### config.mk
export PLATFORM = sky130hd
export DESIGN_NAME = exp4_unidade_controle
export DESIGN_NICKNAME = d
export VERILOG_FILES = /design/src/rtl/exp4_unidade_controle.sv
export SDC_FILE = /design/constraint.sdc
export NUM_CORES = 1
export LEC_CHECK = 0
export ABC_AREA = 0
export ABC_CLOCK_PERIOD_IN_PS = 3600
export BUFFER_PORTS_ARGS = -buffer_cell sky130_fd_sc_hd__buf_2
export CORE_UTILIZATION = 45
export CTS_CLUSTER_DIAMETER = 50
export DETAILED_ROUTE_END_ITERATION = 6
export GPL_ROUTABILITY_DRIVEN = 0
export PLACE_DENSITY = 0.79
export SETUP_SLACK_MARGIN = 0.02
export SKIP_LAST_GASP = 1
export SYNTH_ARGS = -nofsm -noshare
export SYNTH_HDL_FRONTEND = slang
export SYNTH_SLANG_ARGS = --single-unit
### constraint.sdc
create_clock -name clock -period 3.6 [get_ports clock]
set_input_delay 1.08 -clock clock [delete_from_list [all_inputs] [get_ports clock]]
set_output_delay 1.08 -clock clock [all_outputs]
set_load 0.005 [all_outputs]
### src/rtl/exp4_unidade_controle.sv
// Control unit for the Exp4 memory game: detects each new jogada on the switches,
// sequences the register/compare steps and reports hit, miss or inactivity timeout.
module exp4_unidade_controle #(
    parameter int TIMEOUT = 3000,
    parameter int CW      = 12
) (
    input  logic       clock,
    input  logic       reset,
    input  logic       iniciar,
    input  logic [3:0] chaves,
    input  logic       igual,
    input  logic       fimC,
    output logic       zeraC,
    output logic       contaC,
    output logic       zeraR,
    output logic       registraR,
    output logic       pronto,
    output logic       acertou,
    output logic       errou,
    output logic       timeout,
    output logic [3:0] db_estado
);

    typedef enum logic [3:0] {
        INICIAL     = 4'h0,
        PREPARA     = 4'h1,
        ESPERA      = 4'h2,
        REGISTRA    = 4'h4,
        COMPARA     = 4'h5,
        PROXIMO     = 4'h6,
        FIM_ACERTO  = 4'hA,
        FIM_TIMEOUT = 4'hD,
        FIM_ERRO    = 4'hE
    } state_t;

    // With TIMEOUT=0 the counter is pinned at zero and never expires.
    localparam logic [CW-1:0] TLAST = (TIMEOUT == 0) ? '0 : CW'(TIMEOUT - 1);

    state_t          state_q, state_d;
    logic            hist_q;
    logic [CW-1:0]   tcnt_q, tcnt_d;
    logic            jogada;
    logic            expirou;

    assign jogada  = (|chaves) & ~hist_q;
    assign expirou = (TIMEOUT != 0) && (tcnt_q == TLAST);

    always_ff @(posedge clock) begin
        if (reset) begin
            state_q <= INICIAL;
            hist_q  <= 1'b0;
            tcnt_q  <= '0;
        end else begin
            state_q <= state_d;
            hist_q  <= |chaves;
            tcnt_q  <= tcnt_d;
        end
    end

    always_comb begin
        tcnt_d = '0;
        if (state_q == ESPERA) begin
            tcnt_d = (tcnt_q == TLAST) ? tcnt_q : tcnt_q + 1'b1;
        end
    end

    // A jogada arriving in the same cycle the timeout expires takes priority.
    always_comb begin
        state_d = state_q;
        case (state_q)
            INICIAL:     if (iniciar) state_d = PREPARA;
            PREPARA:     state_d = ESPERA;
            ESPERA: begin
                if (jogada)       state_d = REGISTRA;
                else if (expirou) state_d = FIM_TIMEOUT;
            end
            REGISTRA:    state_d = COMPARA;
            COMPARA: begin
                if (!igual)    state_d = FIM_ERRO;
                else if (fimC) state_d = FIM_ACERTO;
                else           state_d = PROXIMO;
            end
            PROXIMO:     state_d = ESPERA;
            FIM_ACERTO,
            FIM_ERRO,
            FIM_TIMEOUT: if (iniciar) state_d = PREPARA;
            default:     state_d = INICIAL;
        endcase
    end

    always_comb begin
        zeraC     = 1'b0;
        contaC    = 1'b0;
        zeraR     = 1'b0;
        registraR = 1'b0;
        pronto    = 1'b0;
        acertou   = 1'b0;
        errou     = 1'b0;
        timeout   = 1'b0;
        case (state_q)
            PREPARA: begin
                zeraC = 1'b1;
                zeraR = 1'b1;
            end
            REGISTRA:    registraR = 1'b1;
            PROXIMO:     contaC = 1'b1;
            FIM_ACERTO: begin
                pronto  = 1'b1;
                acertou = 1'b1;
            end
            FIM_ERRO: begin
                pronto = 1'b1;
                errou  = 1'b1;
            end
            FIM_TIMEOUT: begin
                pronto  = 1'b1;
                timeout = 1'b1;
            end
            default: ;
        endcase
    end

    assign db_estado = state_q;

endmodule

==> reports/metrics.json <==
{
  "status": {"value": "finished, final reports clean"},
  "critical_path.endpoint": {"value": "contaC"},
  "drt_iter0_drc": {"value": 12},
  "gr-total-overflow": {"value": 0},
  "die_area": {"value": 2240, "unit": "um2"},
  "antenna_cells_inserted": {"value": 0},
  "initial_utilization": {"value": 0.476},
  "pwr_density_cell": {"value": 513, "unit": "nW/um2"},
  "fillCellCount": {"value": 198},
  "final-setup-viol-count": {"value": 0},
  "place_area": {"value": 1030, "unit": "um2"},
  "cts_htree_levels": {"value": 1},
  "area_delta_synth_final": {"value": 14.5, "unit": "%"},
  "clock_sinks": {"value": 17},
  "seqCellArea": {"value": 340, "unit": "um2"},
  "holdBufCountCts": {"value": 0},
  "drc": {"value": 0},
  "tritoncts": {"value": "yes"},
  "core.rowCount": {"value": 16},
  "cp-end-kind": {"value": "primary output"},
  "post-route-period-util": {"value": 0.690},
  "clock-skew-final": {"value": 0.00479, "unit": "ns"},
  "dpl.hpwl": {"value": 1390, "unit": "um"},
  "syn_area": {"value": 923, "unit": "um2"},
  "via_per_inst": {"value": 5.29},
  "nets": {"value": 142},
  "timing.critical_path.fanout_max": {"value": 12},
  "layout_setup_ws": {"value": 1.12, "unit": "ns"},
  "sequential_area_share_after_synthesis": {"value": 0.369},
  "ctsLongestPathBuffers": {"value": 2},
  "post_place_setup_slack": {"value": 1.02, "unit": "ns"},
  "ctsResizeCount": {"value": 0},
  "share_comb_of_total_power": {"value": 0.340},
  "post_cts.repair.setup_buffers": {"value": 0},
  "grt_antenna_before_repair": {"value": 0},
  "vias_in_the_first_global_route": {"value": 657},
  "synth_nets": {"value": 123},
  "setup.worst_path.class": {"value": "reg -> out"},
  "routed-via-count": {"value": 836},
  "relSlewSlack": {"value": 0.682},
  "postRouteWirelength": {"value": 1830, "unit": "um"},
  "post_drt_wl_per_cell": {"value": 11.6, "unit": "um"},
  "setup.worst_path.start_class": {"value": "flop"},
  "max_slew.worst_pin.slew": {"value": 0.473, "unit": "ns"},
  "timing.critical_path.buf_inv": {"value": 1},
  "p_sw": {"value": 192, "unit": "uW"},
  "final_hold_viol_count": {"value": 0},
  "design_power_total": {"value": 542, "unit": "uW"},
  "cp.required": {"value": 2.52, "unit": "ns"},
  "min-delay-path-class": {"value": "reg -> reg"},
  "fin_crit": {"value": 2.48, "unit": "ns"},
  "cp_slowest_stage_delay": {"value": 0.54, "unit": "ns"},
  "crit_path_top_delay_cell": {"value": "dfxtp_1"},
  "critical_path_cell_count": {"value": 4},
  "reg2reg_depth": {"value": 4},
  "r2r-start": {"value": "tcnt_q[3]"},
  "cap_violations": {"value": 0},
  "die_width": {"value": 47.3, "unit": "um"},
  "track_usage": {"value": 0.184},
  "clock_transition_at_the_register_clock_pins_on_the_worst_setup_and_hold_paths_after_cts": {"value": 0.10, "unit": "ns"},
  "core_region_area": {"value": 1940, "unit": "um2"},
  "largest_delay_share_family_worst_path": {"value": "flip-flops"},
  "ys_warn_count": {"value": 0},
  "drt_first_pass_iters": {"value": 5},
  "share_clk_of_total_power": {"value": 0.184},
  "flop_and_latch_count_out_of_synthesis": {"value": 17},
  "layout_cell_share_with_drive_strength_beyond_1": {"value": 0.229},
  "final_cell_count_no_fill": {"value": 158},
  "synthesis.area_per_instance": {"value": 8.17, "unit": "um2"},
  "max_clock_freq": {"value": 403, "unit": "MHz"},
  "power.switching_fraction": {"value": 0.354},
  "totalNegativeSetupSlack": {"value": 0, "unit": "ns"},
  "final_max_slew_viol_count": {"value": 0},
  "syn-instance-count": {"value": 113},
  "numPortBuffers": {"value": 20},
  "crit-reg2reg-capture": {"value": "db_estado[2]"},
  "cts-root-buf": {"value": "clkbuf_4"},
  "io-pin-count": {"value": 21},
  "finalInstanceArea": {"value": 1060, "unit": "um2"},
  "p_leak": {"value": 0.431, "unit": "nW"},
  "drt.antenna.violating_nets": {"value": 0},
  "rsz_0062_raised_after_global_routing": {"value": "false"},
  "grt_max_degree": {"value": 15},
  "hold_ws": {"value": 0.517, "unit": "ns"},
  "area_used_by_multi_input_combinational_logic": {"value": 546, "unit": "um2"},
  "finish.utilization": {"value": 0.544},
  "critical_path_arrival": {"value": 1.40, "unit": "ns"},
  "power.ir.vdd_worst": {"value": 284, "unit": "uV"},
  "power.sequential.fraction": {"value": 0.476},
  "wire_length_of_the_first_global_routing_pass": {"value": 2850, "unit": "um"},
  "startpoint_of_the_most_critical_setup_path": {"value": "db_estado[0]"},
  "placed_cells": {"value": 154},
  "r2r_slack": {"value": 1.69, "unit": "ns"},
  "cellInternalPower": {"value": 350, "unit": "uW"},
  "synth.lib_cells_used.distinct": {"value": 33},
  "crit_chain": {"value": "and2b_1 > nand2_1 > nor2_1 > buf_2"},
  "cts_made_buffers": {"value": 3},
  "clk-insertion-delay-late": {"value": 0.28, "unit": "ns"},
  "die_height": {"value": 47.3, "unit": "um"}
}
-- flip-flops by register name (all words and copies together), names as in the netlist --
name / flops
tcnt_q: 12
hist_q: 1
db_estado: 4
-- area by class of cell --
cell class | count | share of cell area
flip-flops and latches | 17 | 0.322
inverters | 3 | 0.0107
multi-input cells | 87 | 0.516
well taps | 27 | 0.0320
clock buffers | 4 | 0.0249
repair buffers | 20 | 0.0947
-- worst reg2reg max path: stages (launching register included) --
cell	delay (ns)
dfxtp_1	0.36
or4b_4	0.53
nor4_4	0.46
o32a_2	0.26
mux2i_1	0.22
-- Yosys cell counts --
library cell	instances	share of area
mux2i_1	3	0.033
or3_2	1	0.0081
nand4_1	2	0.014
o311ai_0	1	0.0095
nor4_1	2	0.014
dfxtp_1	17	0.37
o221a_2	1	0.012
nand2_1	11	0.045
o21ai_0	4	0.022
nand3b_1	1	0.0081
ha_1	1	0.014
nand2b_1	4	0.027
inv_1	3	0.012
nand3_1	6	0.033
and4_1	2	0.019
nor2_1	15	0.061
and2b_1	1	0.0081
a211oi_1	2	0.016
o32a_2	1	0.012
nor3_1	5	0.027
or3_1	3	0.020
clkbuf_1	5	0.020
and4b_1	1	0.011
xnor2_1	1	0.0095
o211ai_1	1	0.0081
xor2_1	6	0.057
a21oi_1	7	0.038
or4b_4	1	0.015
and3_2	1	0.0081
a211o_1	1	0.0095
nor4_4	1	0.023
o21ba_2	1	0.011
buf_4	1	0.0081
-- worst min-delay path by stage --
stage	to	slack, ns	depth (start not counted)	startpoint
floorplan	tcnt_q[3]	0.47	2	tcnt_q[3]
global placement	tcnt_q[11]	0.49	2	tcnt_q[11]
detailed placement	tcnt_q[11]	0.49	2	tcnt_q[11]
CTS	tcnt_q[3]	0.52	2	tcnt_q[3]
global route	tcnt_q[3]	0.56	2	tcnt_q[3]
finish	tcnt_q[8]	0.52	2	tcnt_q[8]
-- cell families (layout without fill, tap and decap cells) --
logic type | Yosys count | count (layout) | synth area share
buffers and inverters | 9 | 27 | 0.0407
adder cells (fa/ha/maj) | 1 | 1 | 0.0135
AO/OA/AOI/OAI | 19 | 19 | 0.138
XOR/XNOR | 7 | 7 | 0.0664
AND/OR/NAND/NOR | 57 | 57 | 0.340
flip-flops | 17 | 17 | 0.369
multiplexers | 3 | 3 | 0.0325
-- layout by cell type (no fill, tap or decap) --
master    count
a211oi_1      2
ha_1          1
o211ai_1      1
o311ai_0      1
clkbuf_4      3
dfxtp_1      17
and4_1        2
o21ai_0       4
nor3_1        5
nor4_4        1
nand3b_1      1
mux2i_1       3
and2b_1       1
o21ba_2       1
o32a_2        1
nor4_1        2
or3_2         1
a211o_1       1
and3_2        1
nor2_1       15
or3_1         3
a21oi_1       7
and4b_1       1
or4b_4        1
inv_1         3
nand4_1       2
clkbuf_1      1
buf_2        20
nand3_1       6
xor2_1        6
nand2_1      11
o221a_2       1
nand2b_1      4
xnor2_1       1
-- power by group through the flow --
stage               logic, mW  registers, mW  clock network [mW]
finish                  0.184          0.258              0.0998
global route            0.204          0.267               0.110
CTS                     0.187          0.258               0.103
detailed placement      0.187          0.262                   0
global placement        0.180          0.261                   0
floorplan               0.172          0.227                   0
-- metal layers --
layer	vias up	part of all wire	track usage
li1	440	-	-
met1	382	0.47	0.228
met2	12	0.49	0.299
met3	2	0.021	0.0346
met4	0	0.014	0.103
met5	-	0	0
(Power assumes the default switching activity.)
